**config.mk**
```make
export PLATFORM = sky130hd
export DESIGN_NAME = io_pin_cond
export DESIGN_NICKNAME = d
export VERILOG_FILES = /design/src/rtl/io_pin_cond.sv
export SDC_FILE = /design/constraint.sdc
export NUM_CORES = 1
export LEC_CHECK = 0
export ABC_AREA = 1
export BUFFER_PORTS_ARGS = -buffer_cell sky130_fd_sc_hd__buf_4
export CAP_MARGIN = 15
export CORE_ASPECT_RATIO = 0.8
export CORE_UTILIZATION = 42
export DETAILED_ROUTE_END_ITERATION = 16
export GPL_TIMING_DRIVEN = 0
export PLACE_DENSITY = 0.66
export SLEW_MARGIN = 5
export SYNTH_ARGS = -nofsm -noshare
export SYNTH_HDL_FRONTEND = slang
export SYNTH_SLANG_ARGS = --single-unit
```
**constraint.sdc**
```tcl
create_clock -name clk -period 1.9 [get_ports clk]
set_clock_uncertainty 0.2 [all_clocks]
set_input_delay 0.19 -clock clk [delete_from_list [all_inputs] [get_ports clk]]
set_output_delay 0.19 -clock clk [all_outputs]
set_load 0.1 [all_outputs]
```
**src/rtl/io_pin_cond.sv**
```systemverilog
// Per-pin pad conditioning: synchronise, debounce and edge-detect inputs,
// register pad drive/enable, and loop driven pins back to the filter.
module io_pin_cond #(
  parameter int IO_PINS     = 16,
  parameter int SYNC_STAGES = 2,
  parameter int DB_BITS     = 4
) (
  input  logic               clk,
  input  logic               rst,
  input  logic [IO_PINS-1:0] pad_in,
  output logic [IO_PINS-1:0] pad_out,
  output logic [IO_PINS-1:0] pad_oe,
  input  logic [IO_PINS-1:0] pin_dir,
  input  logic [IO_PINS-1:0] pin_data_out,
  output logic [IO_PINS-1:0] pin_data_in,
  input  logic [DB_BITS-1:0] debounce_len,
  output logic [IO_PINS-1:0] rise,
  output logic [IO_PINS-1:0] fall
);

  logic [IO_PINS-1:0] r_sync [SYNC_STAGES];
  logic [IO_PINS-1:0] r_filt;
  logic [DB_BITS-1:0] r_cnt [IO_PINS];

  logic [IO_PINS-1:0] w_s;
  logic [IO_PINS-1:0] w_filt_next;
  logic [DB_BITS-1:0] w_cnt_next [IO_PINS];

  // Counter clears at or before debounce_len, so it can never wrap.
  always_comb begin
    w_s = r_sync[SYNC_STAGES-1];
    for (int unsigned i = 0; i < IO_PINS; i++) begin
      w_filt_next[i] = r_filt[i];
      w_cnt_next[i]  = '0;
      if (w_s[i] != r_filt[i]) begin
        if (r_cnt[i] >= debounce_len) w_filt_next[i] = w_s[i];
        else                          w_cnt_next[i]  = r_cnt[i] + 1'b1;
      end
    end
  end

  always_ff @(posedge clk) begin
    if (rst) begin
      for (int unsigned k = 0; k < SYNC_STAGES; k++) r_sync[k] <= '0;
      for (int unsigned i = 0; i < IO_PINS; i++)     r_cnt[i]  <= '0;
      r_filt  <= '0;
      pad_out <= '0;
      pad_oe  <= '0;
      rise    <= '0;
      fall    <= '0;
    end else begin
      r_sync[0] <= pad_in;
      for (int unsigned k = 1; k < SYNC_STAGES; k++) r_sync[k] <= r_sync[k-1];
      for (int unsigned i = 0; i < IO_PINS; i++)     r_cnt[i]  <= w_cnt_next[i];
      r_filt  <= w_filt_next;
      // Edges use the pre-edge enable so a pin driving this cycle stays masked.
      rise    <= ~pad_oe & ~r_filt &  w_filt_next;
      fall    <= ~pad_oe &  r_filt & ~w_filt_next;
      pad_out <= pin_data_out;
      pad_oe  <= pin_dir;
    end
  end

  assign pin_data_in = (pad_oe & pad_out) | (~pad_oe & r_filt);

endmodule

```
# [Word-level counts from Yosys, hierarchy flattened]
# Memories as Yosys holds them, arrays and structs flattened.
# Cells that the tools add are included.
[totals] reg_bits=80 ramBits=96 inputBits=54 wordCells=167 memories=2
[mem_list] memory="r_cnt" depth=16 word_bits=4 rd=16 rd_ports_with_merged_regs=0 wr=16 line_no="23" text="logic [DB_BITS-1:0] r_cnt [IO_PINS];"
[mem_list] memory="r_sync" depth=2 word_bits=16 rd=2 rd_ports_with_merged_regs=0 wr=2 line_no="21" text="logic [IO_PINS-1:0] r_sync [SYNC_STAGES];"
[op_classes] add_sub_neg=16 magnitude_cmp=16 n_eq_ne=16 mux=85 n_bitwise=27
[op_table] cell="$mux 4" n=48
[op_table] cell="$and 16x16->16" n=5
[op_table] cell="$add 4x1->4 const B" n=16
[op_table] cell="$ge 4x4->1" n=16
[op_table] cell="$not 16->16" n=3
[op_table] cell="$mux 1" n=35
[op_table] cell="$mux 16" n=2
[op_table] cell="$or 1x1->1" n=18
[op_table] cell="$ne 1x1->1" n=16
[op_table] cell="$or 16x16->16" n=1

# [Depth between registers and ports, before layout]
[logic_depth] ltp_word=5 ltp_mapped=10 mapped_depth_nobuf=10

# [Worst setup path after synthesis]
# OpenSTA, ideal clock, no wires.
[synth_path] path_type="register -> output" start="register pad_oe[15]" end="output port pin_data_in[15]" t_arrival_ns=2.944 slack_ns=-1.434 stages_incl_launch_ff=2 cell_sequence="dfxtp_1 > o21ai_0"
[synth_between] elab_chain_len=3 elab_cells_between_ends=4 cone_classes="4 x bitwise"
[synth_rtl] element="start, declared" line_no="12" text="output logic [IO_PINS-1:0] pad_oe,"
[synth_rtl] element="start signal, assigned" line_no="60" text="pad_oe <= pin_dir;"
[synth_rtl] element="$not 16->16" line_no="64" text="assign pin_data_in = (pad_oe & pad_out) | (~pad_oe & r_filt);"
[synth_rtl] element="$and 16x16->16" line_no="64"
[synth_rtl] element="$or 16x16->16 (*)" line_no="64"
[synth_rtl] element="end, declared" line_no="15" text="output logic [IO_PINS-1:0] pin_data_in,"
# Every way passes the cells marked *; elsewhere a longest branch is shown, timed or not.

# [Final worst setup path]
[layout_path] start="register r_filt[8]" end="output port pin_data_in[8]"
[layout_between] elab_chain_len=2
[layout_rtl] element="start, declared" line_no="22" text="logic [IO_PINS-1:0] r_filt;"
[layout_rtl] element="start signal, assigned" line_no="55" text="r_filt <= w_filt_next;"
[layout_rtl] element="$and 16x16->16" line_no="64"
[layout_rtl] element="$or 16x16->16" line_no="64"
# Every way passes these cells.

==> summary.md <==
| Metric | Value |
|---|---|
| Run status | `completed` |
| Count of placed standard cells including taps | `1302` |
| CP Max Fanout | `3` |
| Pin count of the biggest net entering global routing | `17` |
| Arrival time of the worst setup path | `1.36 ns` |
| Detailed-route wire length | `18100 um` |
| Net count after synthesis | `1079` |
| Via count of the first global-routing pass | `5840` |
| Synth warnings | `0` |
| Reg2Reg Launch Point | `r_cnt[1][31]` |
| Netlist area before placement | `0.00769 mm^2` |
| Proportion of synthesized chip area in sequential cells | `45.8%` |
| Horizontal die dimension | `153 um` |
| Initial Util | `43.6%` |
| Yosys reg bits | `176` |
| Number of max-slew violations in the final report | `0` |
| Worst r2r path cells | `4` |
| First-pass iteration count of the detailed router | `5` |
| Capturing element type of the critical path | `output pin` |
| Deepest level of the CTS H-tree | `4` |
| Placed wire-length estimate after detailed placement | `12200 um` |
| Post-synthesis cell count | `945` |
| Total Power | `8470 uW` |
| Total vias in the final route | `6389` |
| Overall track demand over capacity in global routing | `20.0%` |
| Hold crit path type | `primary input to flip-flop` |
| Routed len/inst | `13.1 um` |
| Antenna-violating nets left | `0` |
| Clock Sinks | `176` |
| Setup repair after global routing missed its margin | `false` |
| FF-to-FF setup slack | `0.29 ns` |
| Core region area | `0.0176 mm^2` |
| Clk pin slew, worst setup/hold paths | `0.07 ns` |
| Worst vdd ir | `0.000528 V` |
| Avg Cell Area, Syn | `8.14 um^2` |
| Setup TNS after final layout | `0 ns` |
| Setup crit start | `r_filt[8]` |
| Post-route fraction of the period consumed by the critical path | `91.9%` |
| Root buffer selected by CTS | `sky130_fd_sc_hd__clkbuf_16` |
| CTS tree | `built` |
| Count of buffers from port buffering | `132` |
| Transition time at the pin with the least slew margin | `0.860 ns` |
| R2r endpoint | `r_cnt[1][31]` |
| Final critical-path required period | `1.75 ns` |
| Share of the synthesized area in the top cell type | `45.8%` |
| Core Rows | `43` |
| DR iter-0 viols | `301` |
| Areal power density over the cells | `826 mW/mm^2` |
| Startpoint class of the critical path | `flip-flop` |
| Antenna violations before repair | `0` |
| Library cells used by synthesis | `16` |
| Global placement routability congestion | `0.792` |
| DRC errors left | `0` |
| Wire length of the first global-routing pass | `29100 um` |
| Kind of critical path | `flip-flop to output pin` |
| Total count of hold-check failures in the final report | `0` |
| Total CTS buffers | `17` |
| Total leakage power | `0.00497 uW` |
| Crit path to | `pin_data_in[8]` |
| Number of maximum-capacitance violations | `0` |
| Biggest area consumer among synthesized cells | `sky130_fd_sc_hd__dfxtp_1` |
| Remaining global-route overflow | `0` |
| Worst-Skew Late Latency | `0.42 ns` |
| Height of the chip | `123 um` |
| Via/cell ratio | `4.63` |
| Maximum number of buffers from clock root to sink | `2` |
| Layout area overhead | `33.3%` |
| Fraction of final layout cells sized beyond drive strength 1 | `18.2%` |
| Largest cells by area after synthesis | `sky130_fd_sc_hd__dfxtp_1 (46%), sky130_fd_sc_hd__ha_1 (13%), sky130_fd_sc_hd__inv_1 (9.6%)` |
| Required time of the critical path | `1.51 ns` |
| Relative slew slack | `42.6%` |
| Die Outline Area | `0.0189 mm^2` |
| Top-level I/O count | `134` |
| Nets | `1279` |
| Fmax achieved | `0.573 GHz` |
| Count of endpoints failing setup in the final report | `0` |
| Antenna diode instance count | `0` |
| Final std cells w/o fill | `1381` |
[worst min-delay path by stage]
stage | startpoint | endpoint | slack, ns | cells after the start
after floorplan | pin_dir[0] | pad_oe[0] | 0.09 | 2
after detailed placement | r_sync[0][11] | r_sync[0][27] | 0.19 | 2
after global routing | rst | r_cnt[0][1] | 0.18 | 4
after CTS | rst | r_cnt[0][11] | 0.16 | 4
final | rst | r_cnt[0][21] | 0.18 | 4
after global placement | r_sync[0][3] | r_sync[0][19] | 0.19 | 2
[kinds of logic after synthesis]
kind of cell,synth area share (%)
XOR/XNOR,5.35
adder cells (fa/ha/maj),13.0
flip-flops,45.8
AND/OR/NAND/NOR,21.7
AO/OA/AOI/OAI,3.30
buffers and inverters,10.8
[routing by layer]
| layer | up-vias | part of all wire (%) | global-route usage [%] |
|---|---|---|---|
| met5 | - | 0 | 0 |
| met4 | 0 | 0.73 | 4.99 |
| met3 | 12 | 5.5 | 5.26 |
| met2 | 157 | 44 | 31.8 |
| met1 | 2839 | 50 | 27.2 |
| li1 | 3381 | - | - |
[synth_stat cells]
cell type and number:
sky130_fd_sc_hd__nand4_1 61, sky130_fd_sc_hd__nor3_1 15, sky130_fd_sc_hd__xnor2_1 31, sky130_fd_sc_hd__buf_6 4, sky130_fd_sc_hd__a21oi_1 33, sky130_fd_sc_hd__nand3_1 49, sky130_fd_sc_hd__o21ai_0 16, sky130_fd_sc_hd__nand2_1 97
sky130_fd_sc_hd__inv_1 196, sky130_fd_sc_hd__nor2_1 159, sky130_fd_sc_hd__buf_2 10, sky130_fd_sc_hd__nor3_2 1, sky130_fd_sc_hd__o2111ai_1 1, sky130_fd_sc_hd__dfxtp_1 176, sky130_fd_sc_hd__ha_1 80, sky130_fd_sc_hd__xor2_1 16
[where the power goes]
group	internal [uW]	switching [uW]	leakage, uW
combinational	351	737	0.00324
sequential	3780	81.8	0.00144
clock	2120	1400	0.000296
[critical path, cell delays in order (launching register included)]
cell                      delay, ns
sky130_fd_sc_hd__dfxtp_1       0.39
sky130_fd_sc_hd__inv_1         0.11
sky130_fd_sc_hd__o21ai_4       0.13
sky130_fd_sc_hd__buf_4         0.30
[state kept, by name, indices dropped and copies added (netlist names)]
| name | count |
|---|---|
| pad_oe | 16 |
| r_cnt | 64 |
| r_sync | 32 |
| r_filt | 16 |
| fall | 16 |
| rise | 16 |
| pad_out | 16 |
[through the flow]
| step | setup slack (ns) | instance area (um^2) | utilization [%] | hold WS (ns) |
|---|---|---|---|---|
| 2_1_floorplan | 0.0505 | 7890 | - | 0.0896 |
| 3_3_place_gp | -0.301 | 9170 | 51.9 | 0.189 |
| 3_5_place_dp | -0.348 | 9170 | 51.9 | 0.193 |
| 4_1_cts | 0.0598 | 10200 | 58.1 | 0.155 |
| 5_1_grt | 0.0185 | 10300 | 58.1 | 0.181 |
| 6_report | 0.153 | 10300 | 58.1 | 0.181 |
[layout by cell type, fill, tap and decap left out, drive strengths merged]
master / netlist / routed
clkinvlp: 0 / 2
buf: 14 / 146
o2111ai: 1 / 1
bufinv: 0 / 3
xor2: 16 / 16
nand4: 61 / 61
nand3: 49 / 49
clkinv: 0 / 6
nand2: 97 / 97
inv: 196 / 195
nor3: 16 / 16
nor2: 159 / 159
clkbuf: 0 / 20
dlygate4sd3: 0 / 49
dfxtp: 176 / 176
o21ai: 16 / 16
ha: 80 / 80
xnor2: 31 / 31
a21oi: 33 / 33
[final cells by class]
cell class	count	area [um^2]
Timing Repair Buffer	181	1480
Buffer	14	95.1
Clock buffer	20	457
Sequential cell	176	3540
Clock inverter	10	136
Fill cell	1573	7390
Inverter	196	743
Multi-Input combinational cell	559	3520
Tap cell	225	282
[what timing repair did]
item                       CTS  global route
setup endpoints to repair    0            29
resized for setup            0             2
buffers inserted             0             0
hold endpoints to repair    52             0
hold buffers                49             0
Power figures use the tool's default switching activity.
